--- config.mk ---
export PLATFORM = sky130hd
export DESIGN_NAME = fifo_uart_tx
export DESIGN_NICKNAME = d
export VERILOG_FILES = /design/src/rtl/fifo_uart_tx.sv
export SDC_FILE = /design/constraint.sdc
export NUM_CORES = 1
export LEC_CHECK = 0
export BUFFER_PORTS_ARGS = -buffer_cell sky130_fd_sc_hd__clkbuf_2
export CORE_UTILIZATION = 35
export DETAILED_ROUTE_END_ITERATION = 10
export GPL_TIMING_DRIVEN = 0
export PLACE_DENSITY = 0.5
export SKIP_CTS_REPAIR_TIMING = 1
export SLEW_MARGIN = 20
export SYNTH_ARGS = -nofsm -noshare
export SYNTH_HDL_FRONTEND = slang
export SYNTH_SLANG_ARGS = --single-unit
--- constraint.sdc ---
create_clock -name clk -period 2.99 [get_ports clk]
set_input_delay 0.1495 -clock clk [delete_from_list [all_inputs] [get_ports clk]]
set_output_delay 0.1495 -clock clk [all_outputs]
set_load 0.005 [all_outputs]
--- src/rtl/fifo_uart_tx.sv ---
// fifo_uart_tx: drains 16-bit samples from a FIFO read port and sends each one
// over an 8N1 UART line as two bytes, high byte first.
//
// Ports
//   clk           system clock, rising-edge
//   rst           synchronous reset, active-high, priority over all inputs
//   enable        allows a new sample transfer to start from IDLE
//   dato_in[15:0] FIFO read data, valid the cycle after rd_en
//   empty         FIFO empty flag, only looked at in IDLE
//   rd_en         one-cycle FIFO read strobe per sample
//   tx            UART serial line, idle high, registered
//   busy          high whenever the FSM is not in IDLE
//   samples_sent  number of fully transmitted samples, wraps silently
//
// State  | meaning
// IDLE   | line idle, waiting for enable=1 and empty=0
// RD     | rd_en asserted for one cycle
// WAIT   | FIFO data valid, latch sample and clear counters
// START  | start bit (0) for CLKS_PER_BIT cycles
// DATA   | 8 data bits LSB first, CLKS_PER_BIT cycles each
// STOP   | stop bit (1); loops to START for the low byte, else back to IDLE

module fifo_uart_tx #(
    parameter int unsigned CLKS_PER_BIT = 868
) (
    input  logic        clk,
    input  logic        rst,
    input  logic        enable,
    input  logic [15:0] dato_in,
    input  logic        empty,
    output logic        rd_en,
    output logic        tx,
    output logic        busy,
    output logic [15:0] samples_sent
);

    localparam int unsigned BW = (CLKS_PER_BIT > 1) ? $clog2(CLKS_PER_BIT) : 1;
    localparam logic [BW-1:0] BAUD_TC  = BW'(CLKS_PER_BIT - 1);
    localparam logic [BW-1:0] BAUD_ONE = BW'(1);

    typedef enum logic [2:0] {
        S_IDLE,
        S_RD,
        S_WAIT,
        S_START,
        S_DATA,
        S_STOP
    } state_t;

    state_t          state_q, state_d;
    logic [15:0]     sample_q, sample_d;
    logic            byte_idx_q, byte_idx_d;
    logic [2:0]      bit_cnt_q, bit_cnt_d;
    logic [BW-1:0]   baud_q, baud_d;
    logic            tail_q, tail_d;
    logic            tx_q, tx_d;
    logic [15:0]     cnt_q, cnt_d;

    logic            baud_tc;
    logic [7:0]      cur_byte;

    assign baud_tc  = (baud_q == BAUD_TC);
    assign cur_byte = byte_idx_q ? sample_q[7:0] : sample_q[15:8];

    always_ff @(posedge clk) begin
        if (rst) begin
            state_q    <= S_IDLE;
            sample_q   <= '0;
            byte_idx_q <= 1'b0;
            bit_cnt_q  <= '0;
            baud_q     <= '0;
            tail_q     <= 1'b0;
            tx_q       <= 1'b1;
            cnt_q      <= '0;
        end else begin
            state_q    <= state_d;
            sample_q   <= sample_d;
            byte_idx_q <= byte_idx_d;
            bit_cnt_q  <= bit_cnt_d;
            baud_q     <= baud_d;
            tail_q     <= tail_d;
            tx_q       <= tx_d;
            cnt_q      <= cnt_d;
        end
    end

    // tx is registered from the current state, so the line trails the state
    // register by one cycle. The final stop bit therefore holds STOP one extra
    // cycle (tail_q) so busy stays high until the last stop bit has left the pin.
    always_comb begin
        state_d    = state_q;
        sample_d   = sample_q;
        byte_idx_d = byte_idx_q;
        bit_cnt_d  = bit_cnt_q;
        baud_d     = baud_q;
        tail_d     = tail_q;
        cnt_d      = cnt_q;
        tx_d       = 1'b1;

        case (state_q)
            S_IDLE: begin
                if (enable && !empty) begin
                    state_d = S_RD;
                end
            end
            S_RD: begin
                state_d = S_WAIT;
            end
            S_WAIT: begin
                sample_d   = dato_in;
                byte_idx_d = 1'b0;
                bit_cnt_d  = '0;
                baud_d     = '0;
                tail_d     = 1'b0;
                state_d    = S_START;
            end
            S_START: begin
                tx_d = 1'b0;
                if (baud_tc) begin
                    baud_d  = '0;
                    state_d = S_DATA;
                end else begin
                    baud_d = baud_q + BAUD_ONE;
                end
            end
            S_DATA: begin
                tx_d = cur_byte[bit_cnt_q];
                if (baud_tc) begin
                    baud_d = '0;
                    if (bit_cnt_q == 3'd7) begin
                        bit_cnt_d = '0;
                        state_d   = S_STOP;
                    end else begin
                        bit_cnt_d = bit_cnt_q + 3'd1;
                    end
                end else begin
                    baud_d = baud_q + BAUD_ONE;
                end
            end
            S_STOP: begin
                tx_d = 1'b1;
                if (tail_q) begin
                    tail_d  = 1'b0;
                    cnt_d   = cnt_q + 16'd1;
                    state_d = S_IDLE;
                end else if (baud_tc) begin
                    baud_d = '0;
                    if (!byte_idx_q) begin
                        byte_idx_d = 1'b1;
                        state_d    = S_START;
                    end else begin
                        tail_d = 1'b1;
                    end
                end else begin
                    baud_d = baud_q + BAUD_ONE;
                end
            end
            default: begin
                state_d = S_IDLE;
            end
        endcase
    end

    assign rd_en        = (state_q == S_RD);
    assign busy         = (state_q != S_IDLE);
    assign tx           = tx_q;
    assign samples_sent = cnt_q;

endmodule

==> qor.txt, run 1 <==
OUTCOME
----------------------------------------------------------------------------------------------------
Status ................................................................................ finished, final reports clean

SYNTH
----------------------------------------------------------------------------------------------------
Yosys reg bits ........................................................................           51
Count of different cell masters after synthesis .......................................           51
Post-synthesis instance area ..........................................................   2440 sq um
Ranking of synthesized cells by area .................................................. sky130_fd_sc_hd__dfxtp_1, sky130_fd_sc_hd__nand2_1, sky130_fd_sc_hd__xor2_1, sky130_fd_sc_hd__mux4_2, sky130_fd_sc_hd__a21oi_1
Proportion of synthesized chip area in sequential cells ...............................        41.9%
Most frequently used flop master after synthesis ...................................... sky130_fd_sc_hd__dfxtp_1
Proportion of register bits with asynchronous set or reset after synthesis ............           0%
Count of warnings emitted by yosys ....................................................            0
Most area-hungry cell type in the Yosys netlist ....................................... sky130_fd_sc_hd__dfxtp_1
Syn_nets ..............................................................................          306
Share of the synthesized area in the top cell type ....................................        41.9%
Synth Area per Inst ...................................................................   8.64 sq um
Number of synthesized flops with an enable pin ........................................            0
Gate Count Post-Synth .................................................................          282

FLOORPLANNING
----------------------------------------------------------------------------------------------------
Die area ..............................................................................   7300 sq um
Boundary Pins .........................................................................           39
Initial core utilization ..............................................................        36.1%
Overall die width .....................................................................      85.5 um
Std-Cell Rows .........................................................................           30
Core Box Area .........................................................................   6760 sq um
Y dimension of the die ................................................................      85.5 um

POWER
----------------------------------------------------------------------------------------------------
Total leakage power ...................................................................      1.09 nW
Fraction of power consumed by combinational cells .....................................        14.8%
Net switching power of the design .....................................................   0.000354 W
Register share of total power .........................................................        54.3%
Ratio of total power to cell area .....................................................  470 nW/um^2
Maximum resistive drop on vdd .........................................................   0.000213 V
Power Internal ........................................................................   0.000966 W
Part of the power in the clock network ................................................        30.9%
Net switching share of the total power ................................................        26.8%

LAYOUT
----------------------------------------------------------------------------------------------------
Area growth from synthesis to layout ..................................................        15.3%
Layout cell share with drive strength beyond 1 ........................................        19.6%
Non-filler cells in the finished layout ...............................................          406
Finished layout cell area .............................................................   2810 sq um
Fillers ...............................................................................          709
Multi-input gate area in the final layout .............................................   1310 sq um
Register area .........................................................................   1020 sq um
Final net count .......................................................................          350
Diodes inserted .......................................................................            0

PLACED DESIGN
----------------------------------------------------------------------------------------------------
Last weighted congestion value of the routability-driven placer .......................        0.757
Setup slack after placement ...........................................................     0.935 ns
Cell area after placement .............................................................   2720 sq um
Detailed Place HPWL ...................................................................      3820 um
Cell count after placement ............................................................          399
Port Buffers ..........................................................................           37

DETAILED ROUTING
----------------------------------------------------------------------------------------------------
Drt first pass iters ..................................................................            5
Vias post-DR ..........................................................................        2,059
Remaining DRCs ........................................................................            0
Final ANT Viol Nets ...................................................................            0
Iter 0 DRT Violations .................................................................          141
WL final ..............................................................................      5350 um
Routed wirelength normalized by instance count ........................................      13.2 um
Via-per-instance ratio ................................................................         5.07

STA
----------------------------------------------------------------------------------------------------
Worst Setup Slack, final ..............................................................     0.933 ns
# setup viols final ...................................................................            0
Final worst path period share .........................................................        68.8%
Final number of max-transition violations .............................................            0
Final TNS setup .......................................................................         0 ns
Slew of the pin with the lowest slew margin ...........................................     0.610 ns
Worst hold slack after final layout ...................................................    0.0599 ns
Fin. Hold Viols .......................................................................            0
Max transition margin .................................................................        59.1%
Clock Skews ...........................................................................   0.00632 ns
Max Freq ..............................................................................      486 MHz
Final critical-path required period ...................................................      2.06 ns
Unrepaired setup endpoints after global routing .......................................           no

CLOCKING
----------------------------------------------------------------------------------------------------
H-tree levels .........................................................................            2
Clock insertion delay at the later pin of the skew report .............................      0.30 ns
Clock-pin slew reported for the worst setup and hold paths after clock tree synthesis .      0.09 ns
Clk buf depth .........................................................................            2
Clock Sinks ...........................................................................           51
TritonCTS clock tree ..................................................................          yes
Clock buffers created by TritonCTS ....................................................            5
CTS root buf .......................................................................... sky130_fd_sc_hd__clkbuf_8

GRT
----------------------------------------------------------------------------------------------------
Vias in the first global route ........................................................        1,916
GRT Overall Usage .....................................................................        15.9%
Number of antenna violations at the first check in global routing .....................            0
Global route overflow .................................................................            0
Largest net degree at the start of global routing .....................................           15
First-pass GRT wire length ............................................................      9160 um

WORST SETUP PATH
----------------------------------------------------------------------------------------------------
Type of the worst setup path ..........................................................      reg2reg
Worst path arrival time ...............................................................      2.23 ns
Reg2Reg Depth .........................................................................            6
Critical path required time ...........................................................      3.17 ns
Crit path capture type ................................................................         flop
CP startpoint kind ....................................................................         flop
Worst Path Max Fanout .................................................................           10

WORST HOLD PATH
----------------------------------------------------------------------------------------------------
Number of cells traversed by the worst hold path ......................................            3
Hold WC Path Type .....................................................................       in2reg

JOB
----------------------------------------------------------------------------------------------------
Number of maximum-capacitance violations ..............................................            0

critical path: stages (launching register included):
cell,delay (ns)
sky130_fd_sc_hd__dfxtp_1,0.38
sky130_fd_sc_hd__ha_1,0.20
sky130_fd_sc_hd__nand2b_1,0.11
sky130_fd_sc_hd__nor4_4,0.53
sky130_fd_sc_hd__nor3_2,0.22
sky130_fd_sc_hd__o311ai_1,0.36
sky130_fd_sc_hd__o31ai_1,0.13
final cells by class:
| class | count | share of cell area, % |
|---|---|---|
| clock buffers | 6 | 2.94 |
| clock inverters | 1 | 0.178 |
| plain buffers | 18 | 3.65 |
| repair buffers | 37 | 6.59 |
| well taps | 80 | 3.56 |
| inverters | 2 | 0.267 |
| flip-flops and latches | 51 | 36.3 |
| multi-input cells | 211 | 46.5 |
power groups by stage:
stage | Sequential, W | Clock, W | Combinational (W)
final | 0.000717 | 0.000408 | 0.000196
after global routing | 0.000720 | 0.000455 | 0.000221
after CTS | 0.000717 | 0.000419 | 0.000197
after detailed placement | 0.000733 | 0 | 0.000197
after global placement | 0.000732 | 0 | 0.000196
after floorplan | 0.000728 | 0 | 0.000141
metrics by stage:
step                      util [%]  power, W
final                         41.6   0.00132
after floorplan                  -  0.000870
after global placement        40.3  0.000928
after CTS                     41.6   0.00133
after detailed placement      40.3  0.000929
after global routing          41.6   0.00140
registers in the layout, summed over array words and instances, names as in the netlist:
register and cells:
sample_q 16, samples_sent 16, baud_q 10, bit_cnt_q 3
state_q 3, byte_idx_q 1, tail_q 1, tx 1
synth_stat cells (2+ instances only):
library cell / instances
sky130_fd_sc_hd__nand2_1: 53
sky130_fd_sc_hd__dfxtp_1: 51
sky130_fd_sc_hd__nor2_1: 28
sky130_fd_sc_hd__a21oi_1: 22
sky130_fd_sc_hd__xor2_1: 13
sky130_fd_sc_hd__clkbuf_1: 12
sky130_fd_sc_hd__nand3_1: 12
sky130_fd_sc_hd__nor3_1: 8
sky130_fd_sc_hd__a31oi_1: 7
sky130_fd_sc_hd__and3_1: 5
sky130_fd_sc_hd__mux4_2: 5
sky130_fd_sc_hd__nand2b_1: 5
sky130_fd_sc_hd__o21ai_0: 5
sky130_fd_sc_hd__ha_1: 4
sky130_fd_sc_hd__nand4_1: 4
sky130_fd_sc_hd__a211o_1: 3
sky130_fd_sc_hd__nand3b_1: 3
sky130_fd_sc_hd__a21oi_2: 2
sky130_fd_sc_hd__a22oi_1: 2
sky130_fd_sc_hd__and4_1: 2
sky130_fd_sc_hd__buf_6: 2
sky130_fd_sc_hd__inv_1: 2
sky130_fd_sc_hd__mux2i_1: 2
sky130_fd_sc_hd__o211ai_1: 2
sky130_fd_sc_hd__xnor2_1: 2
routing by layer:
| layer | GRT usage (%) | part of all wire, % | up-vias |
|---|---|---|---|
| li1 | - | - | 1080 |
| met1 | 22.8 | 52 | 934 |
| met2 | 23.6 | 43 | 40 |
| met3 | 3.79 | 3.9 | 5 |
| met4 | 4.85 | 1.2 | 0 |
| met5 | 0 | 0 | - |
final timing paths:
| kind | start | endpoint | slack (ns) |
|---|---|---|---|
| setup / recovery | baud_q[0]$_SDFFE_PP0P_ | state_q[2]$_SDFFE_PP0P_ | 0.93 |
| setup reg to reg | baud_q[0]$_SDFFE_PP0P_ | state_q[2]$_SDFFE_PP0P_ | 0.93 |
| hold / removal | dato_in[1] | sample_q[1]$_SDFFE_PP0P_ | 0.06 |
| hold reg to reg | sample_q[12]$_SDFFE_PP0P_ | sample_q[12]$_SDFFE_PP0P_ | 0.46 |
cells by family after synthesis:
kind of cell             after synthesis  synth area share [%]
adder cells (fa/ha/maj)                4                  2.05
buffers and inverters                 20                  4.52
AO/OA/AOI/OAI                         52                  13.7
XOR/XNOR                              15                  5.39
multiplexers                           7                  5.44
flip-flops                            51                  41.9
AND/OR/NAND/NOR                      133                  27.0
cells in the final DEF, fill, tap and decap left out, types with 2 or more instances in the layout:
cell                       instances
sky130_fd_sc_hd__nand2_1          53
sky130_fd_sc_hd__dfxtp_1          51
sky130_fd_sc_hd__clkbuf_2         37
sky130_fd_sc_hd__nor2_1           28
sky130_fd_sc_hd__a21oi_1          22
sky130_fd_sc_hd__xor2_1           13
sky130_fd_sc_hd__clkbuf_1         12
sky130_fd_sc_hd__nand3_1          12
sky130_fd_sc_hd__nor3_1            8
sky130_fd_sc_hd__clkbuf_8          7
sky130_fd_sc_hd__a31oi_1           7
sky130_fd_sc_hd__nand2b_1          5
sky130_fd_sc_hd__mux4_2            5
sky130_fd_sc_hd__and3_1            5
sky130_fd_sc_hd__o21ai_0           5
sky130_fd_sc_hd__nand4_1           4
sky130_fd_sc_hd__ha_1              4
sky130_fd_sc_hd__nand3b_1          3
sky130_fd_sc_hd__a211o_1           3
sky130_fd_sc_hd__buf_6             2
sky130_fd_sc_hd__inv_1             2
sky130_fd_sc_hd__a22oi_1           2
sky130_fd_sc_hd__a21oi_2           2
sky130_fd_sc_hd__and4_1            2
sky130_fd_sc_hd__o211ai_1          2
sky130_fd_sc_hd__mux2i_1           2
sky130_fd_sc_hd__xnor2_1           2
Note: power is estimated with default switching activity, not from simulation.
==> run 2: changes to the inputs <==
- clock period: 2.99 -> 1.9 ns (I/O delays scaled with it)
==> qor.txt, run 2 (same netlist as run 1, synthesis figures left out) <==
STA
----------------------------------------------------------------------------------------------------
Max transition margin .................................................................        64.2%
Clock Skews ...........................................................................   0.00807 ns
Unrepaired setup endpoints after global routing .......................................          yes
Slew of the pin with the lowest slew margin ...........................................     0.537 ns
Final TNS setup .......................................................................    -0.122 ns
Fin. Hold Viols .......................................................................            0
Final number of max-transition violations .............................................            0
Final critical-path required period ...................................................      1.95 ns
Max Freq ..............................................................................      513 MHz
Final worst path period share .........................................................         103%
Worst Setup Slack, final ..............................................................   -0.0492 ns
# setup viols final ...................................................................            4
Worst hold slack after final layout ...................................................   0.00497 ns

CLOCKING
----------------------------------------------------------------------------------------------------
Clock-pin slew reported for the worst setup and hold paths after clock tree synthesis .      0.09 ns
H-tree levels .........................................................................            2
TritonCTS clock tree ..................................................................          yes
Clock insertion delay at the later pin of the skew report .............................      0.30 ns
CTS root buf .......................................................................... sky130_fd_sc_hd__clkbuf_8
Clock buffers created by TritonCTS ....................................................            5
Clock Sinks ...........................................................................           51
Clk buf depth .........................................................................            2

GRT
----------------------------------------------------------------------------------------------------
First-pass GRT wire length ............................................................      9160 um
Vias in the first global route ........................................................        1,916
Global route overflow .................................................................            0
Largest net degree at the start of global routing .....................................           15
GRT Overall Usage .....................................................................        15.9%
Number of antenna violations at the first check in global routing .....................            0

FLOORPLANNING
----------------------------------------------------------------------------------------------------
Boundary Pins .........................................................................           39
Initial core utilization ..............................................................        36.1%
Core Box Area .........................................................................   6760 sq um
Y dimension of the die ................................................................      85.5 um
Overall die width .....................................................................      85.5 um
Die area ..............................................................................   7300 sq um
Std-Cell Rows .........................................................................           30

WORST SETUP PATH
----------------------------------------------------------------------------------------------------
Worst Path Max Fanout .................................................................            5
Worst path arrival time ...............................................................      2.19 ns
Reg2Reg Depth .........................................................................            6
CP startpoint kind ....................................................................         flop
Crit path capture type ................................................................         flop
Type of the worst setup path ..........................................................      reg2reg
Critical path required time ...........................................................      2.14 ns
Crit path from ........................................................................ baud_q[3]$_SDFFE_PP0P_
Reg-to-reg critical path startpoint ................................................... baud_q[3]$_SDFFE_PP0P_

WORST HOLD PATH
----------------------------------------------------------------------------------------------------
Number of cells traversed by the worst hold path ......................................            3
Worst min-delay path startpoint .......................................................   dato_in[0]
Hold WC Path Type .....................................................................       in2reg

DETAILED ROUTING
----------------------------------------------------------------------------------------------------
WL final ..............................................................................      5490 um
Drt first pass iters ..................................................................            4
Routed wirelength normalized by instance count ........................................      13.4 um
Remaining DRCs ........................................................................            0
Final ANT Viol Nets ...................................................................            0
Vias post-DR ..........................................................................        2,065
Via-per-instance ratio ................................................................         5.05
Iter 0 DRT Violations .................................................................          114

LAYOUT
----------------------------------------------------------------------------------------------------
Layout cell share with drive strength beyond 1 ........................................        25.2%
Fillers ...............................................................................          695
Final net count .......................................................................          353
Diodes inserted .......................................................................            0
Final core utilization ................................................................        42.8%
Multi-input gate area in the final layout .............................................   1340 sq um
Register area .........................................................................   1030 sq um
Area growth from synthesis to layout ..................................................        18.7%
Most common library cell in the layout ignoring fill and taps ......................... sky130_fd_sc_hd__nand2_1
Most frequent cells in the layout ..................................................... sky130_fd_sc_hd__nand2_1, sky130_fd_sc_hd__dfxtp_1, sky130_fd_sc_hd__clkbuf_2, sky130_fd_sc_hd__nor2_1, sky130_fd_sc_hd__a21oi_1

JOB
----------------------------------------------------------------------------------------------------
Number of maximum-capacitance violations ..............................................            0

POWER
----------------------------------------------------------------------------------------------------
Overall power .........................................................................    0.00211 W
Total leakage power ...................................................................      1.13 nW
Maximum resistive drop on vdd .........................................................   0.000342 V
Ratio of total power to cell area .....................................................  728 nW/um^2

PLACED DESIGN
----------------------------------------------------------------------------------------------------
Detailed Place HPWL ...................................................................      3820 um
Port Buffers ..........................................................................           37
Last weighted congestion value of the routability-driven placer .......................        0.757
Setup slack after placement ...........................................................    -0.155 ns

OUTCOME
----------------------------------------------------------------------------------------------------
Violated checks ....................................................................... negative setup slack
Status ................................................................................ finished with violations

==> run 2: cell count changes in the layout (fill, tap and decap cells not counted), moves of 2 or more <==
cell,previous run,this run
sky130_fd_sc_hd__a21oi_1,22,20
sky130_fd_sc_hd__clkbuf_2,37,41
sky130_fd_sc_hd__clkbuf_1,12,5
sky130_fd_sc_hd__dfxtp_1,51,46
sky130_fd_sc_hd__buf_4,1,7
sky130_fd_sc_hd__a21oi_2,2,4
sky130_fd_sc_hd__dfxtp_2,0,4
==> run 2: layer usage <==
layer	global-route usage [%]	share of wire [%]	vias to the layer above
met1	22.8	52	938
met3	3.79	3.9	5
li1	-	-	1085
met4	4.85	1.1	0
met2	23.6	43	37
met5	0	0	-
==> run 2: cell type report <==
cell class / count / share of cell area (%)
Buffer: 15 / 3.33
Clock buffer: 6 / 2.85
Clock inverter: 1 / 0.173
Inverter: 2 / 0.259
Multi-Input combinational cell: 211 / 46.4
Sequential cell: 51 / 35.6
Tap cell: 80 / 3.46
Timing Repair Buffer: 43 / 7.96
==> run 2: through the flow <==
| step | area, sq um | cells |
|---|---|---|
| after floorplan | 2440 | 282 |
| after global placement | 2720 | 399 |
| after detailed placement | 2720 | 399 |
| after CTS | 2810 | 406 |
| after global routing | 2890 | 409 |
| final | 2890 | 409 |
==> run 2: path summary, 6_finish.rpt <==
| path | to | slack [ns] |
|---|---|---|
| min reg2reg | sample_q[12]$_SDFFE_PP0P_ | 0.46 |
| max | state_q[1]$_SDFFE_PP0P_ | -0.05 |
| max reg2reg | state_q[1]$_SDFFE_PP0P_ | -0.05 |
| min | sample_q[0]$_SDFFE_PP0P_ | 0.005 |
==> run 2: critical path, cell delays in order, from the launching register on <==
cell and delay [ns]:
sky130_fd_sc_hd__dfxtp_4 0.37, sky130_fd_sc_hd__or3b_4 0.40, sky130_fd_sc_hd__nor4_4 0.41, sky130_fd_sc_hd__buf_4 0.23
sky130_fd_sc_hd__o31ai_4 0.08, sky130_fd_sc_hd__a211o_1 0.26, sky130_fd_sc_hd__a21oi_2 0.13
==> run 2: where the power goes <==
group	internal, W	switching [W]	total, W
clock	0.000287	0.000359	0.000646
combinational	0.000139	0.000195	0.000334
sequential	0.00110	0.0000234	0.00113
total	0.00153	0.000578	0.00211
==> run 3: changes to the inputs <==
--- a/config.mk
+++ b/config.mk
@@ -10,4 +10,5 @@
 export DETAILED_ROUTE_END_ITERATION = 10
 export GPL_TIMING_DRIVEN = 0
+export MAX_ROUTING_LAYER = met4
 export PLACE_DENSITY = 0.5
 export SKIP_CTS_REPAIR_TIMING = 1
==> constraint.sdc (replaced) <==
create_clock -name clk -period 1.9 [get_ports clk]
set_input_delay 0.57 -clock clk [delete_from_list [all_inputs] [get_ports clk]]
set_output_delay 0.57 -clock clk [all_outputs]
set_load 0.005 [all_outputs]
==> qor.txt, run 3 (same netlist as run 1, synthesis figures left out) <==
FLOORPLANNING
----------------------------------------------------------------------------------------------------
Boundary Pins .........................................................................           39
Overall die width .....................................................................      85.5 um
Y dimension of the die ................................................................      85.5 um
Std-Cell Rows .........................................................................           30
Core Box Area .........................................................................   6760 sq um
Initial core utilization ..............................................................        36.1%
Die area ..............................................................................   7300 sq um

STA
----------------------------------------------------------------------------------------------------
Final worst path period share .........................................................         102%
Final critical-path required period ...................................................      1.94 ns
Max transition margin .................................................................        63.4%
Final TNS setup .......................................................................   -0.0990 ns
# setup viols final ...................................................................            4
Unrepaired setup endpoints after global routing .......................................          yes
Clock Skews ...........................................................................   0.00529 ns
Final number of max-transition violations .............................................            0
Worst Setup Slack, final ..............................................................   -0.0395 ns
Slew of the pin with the lowest slew margin ...........................................     0.548 ns
Fin. Hold Viols .......................................................................            0
Max Freq ..............................................................................      516 MHz

GRT
----------------------------------------------------------------------------------------------------
GRT Overall Usage .....................................................................        16.4%
Number of antenna violations at the first check in global routing .....................            0
First-pass GRT wire length ............................................................      9160 um
Global route overflow .................................................................            0
Vias in the first global route ........................................................        1,915
Largest net degree at the start of global routing .....................................           15

DETAILED ROUTING
----------------------------------------------------------------------------------------------------
WL final ..............................................................................      5530 um
Routed wirelength normalized by instance count ........................................      13.5 um
Vias post-DR ..........................................................................        2,071
Drt first pass iters ..................................................................            4
Remaining DRCs ........................................................................            0
Via-per-instance ratio ................................................................         5.06
Highest metal used ....................................................................         met4
Routed met2 length ....................................................................      2390 um
Met3 wire len .........................................................................       204 um
M1 wire length ........................................................................      2880 um
Final ANT Viol Nets ...................................................................            0
Iter 0 DRT Violations .................................................................          145

PLACED DESIGN
----------------------------------------------------------------------------------------------------
Last weighted congestion value of the routability-driven placer .......................        0.767
Setup slack after placement ...........................................................    -0.155 ns
Detailed Place HPWL ...................................................................      3820 um
Cell area after placement .............................................................   2720 sq um
Cell count after placement ............................................................          399
Port Buffers ..........................................................................           37

LAYOUT
----------------------------------------------------------------------------------------------------
Multi-input gate area in the final layout .............................................   1340 sq um
Area growth from synthesis to layout ..................................................        19.0%
Register area .........................................................................   1030 sq um
Diodes inserted .......................................................................            0
Layout cell share with drive strength beyond 1 ........................................        25.5%
Fillers ...............................................................................          698
Most frequent cells in the layout ..................................................... sky130_fd_sc_hd__nand2_1, sky130_fd_sc_hd__dfxtp_1, sky130_fd_sc_hd__clkbuf_2, sky130_fd_sc_hd__nor2_1, sky130_fd_sc_hd__a21oi_1
Most common library cell in the layout ignoring fill and taps ......................... sky130_fd_sc_hd__nand2_1
Finished layout cell area .............................................................   2900 sq um
Final net count .......................................................................          353
Non-filler cells in the finished layout ...............................................          409

CLOCKING
----------------------------------------------------------------------------------------------------
H-tree levels .........................................................................            2
Clock insertion delay at the later pin of the skew report .............................      0.30 ns
TritonCTS clock tree ..................................................................          yes
CTS root buf .......................................................................... sky130_fd_sc_hd__clkbuf_8
Clk buf depth .........................................................................            2
Clock Sinks ...........................................................................           51
Clock-pin slew reported for the worst setup and hold paths after clock tree synthesis .      0.09 ns
Clock buffers created by TritonCTS ....................................................            5

WORST SETUP PATH
----------------------------------------------------------------------------------------------------
Critical path required time ...........................................................      2.14 ns
Worst Path Max Fanout .................................................................            5
CP startpoint kind ....................................................................         flop
Type of the worst setup path ..........................................................      reg2reg
Crit path capture type ................................................................         flop
Worst path arrival time ...............................................................      2.18 ns

POWER
----------------------------------------------------------------------------------------------------
Overall power .........................................................................    0.00211 W
Ratio of total power to cell area .....................................................  728 nW/um^2
Maximum resistive drop on vdd .........................................................   0.000343 V
Total leakage power ...................................................................      1.14 nW

OUTCOME
----------------------------------------------------------------------------------------------------
Status ................................................................................ finished with violations
Violated checks ....................................................................... negative setup slack

WORST HOLD PATH
----------------------------------------------------------------------------------------------------
Hold WC Path Type .....................................................................      reg2reg

JOB
----------------------------------------------------------------------------------------------------
Number of maximum-capacitance violations ..............................................            0

run 3: worst paths after layout:
path | slack [ns] | depth (start not counted) | endpoint | startpoint
max | -0.04 | 6 | state_q[1]$_SDFFE_PP0P_ | baud_q[3]$_SDFFE_PP0P_
min | 0.46 | 2 | sample_q[12]$_SDFFE_PP0P_ | sample_q[12]$_SDFFE_PP0P_
max reg2reg | -0.04 | 6 | state_q[1]$_SDFFE_PP0P_ | baud_q[3]$_SDFFE_PP0P_
min reg2reg | 0.46 | 2 | sample_q[12]$_SDFFE_PP0P_ | sample_q[12]$_SDFFE_PP0P_
run 3: per-layer routing:
layer,global-route usage (%),up-vias
met1,23.0,940
li1,-,1084
met2,23.5,42
met4,4.85,0
met5,-,-
met3,3.60,5
run 3: power breakdown:
part / internal [W] / switching (W) / leakage, nW
combinational: 0.000142 / 0.000196 / 0.674
clock: 0.000287 / 0.000358 / 0.0470
sequential: 0.00111 / 0.0000245 / 0.415
total: 0.00153 / 0.000579 / 1.14
run 3: worst max-delay path: stages (launching register included):
cell and delay [ns]:
sky130_fd_sc_hd__dfxtp_4 0.36, sky130_fd_sc_hd__or3b_4 0.40, sky130_fd_sc_hd__nor4_4 0.41, sky130_fd_sc_hd__buf_4 0.23, sky130_fd_sc_hd__o31ai_4 0.08, sky130_fd_sc_hd__a211o_1 0.26, sky130_fd_sc_hd__a21oi_2 0.13
run 3: area by class of cell:
type,instances,area share (%)
repair buffers,43,7.93
flip-flops and latches,51,35.6
well taps,80,3.45
plain buffers,15,3.45
clock inverters,1,0.172
multi-input cells,211,46.3
clock buffers,6,2.85
inverters,2,0.259
run 3: metrics by stage:
stage	hold WS [ns]	util, %
after floorplan	0.433	-
after global placement	0.441	40.3
after detailed placement	0.445	40.3
after CTS	0.458	41.6
after global routing	0.479	42.9
final	0.456	42.9
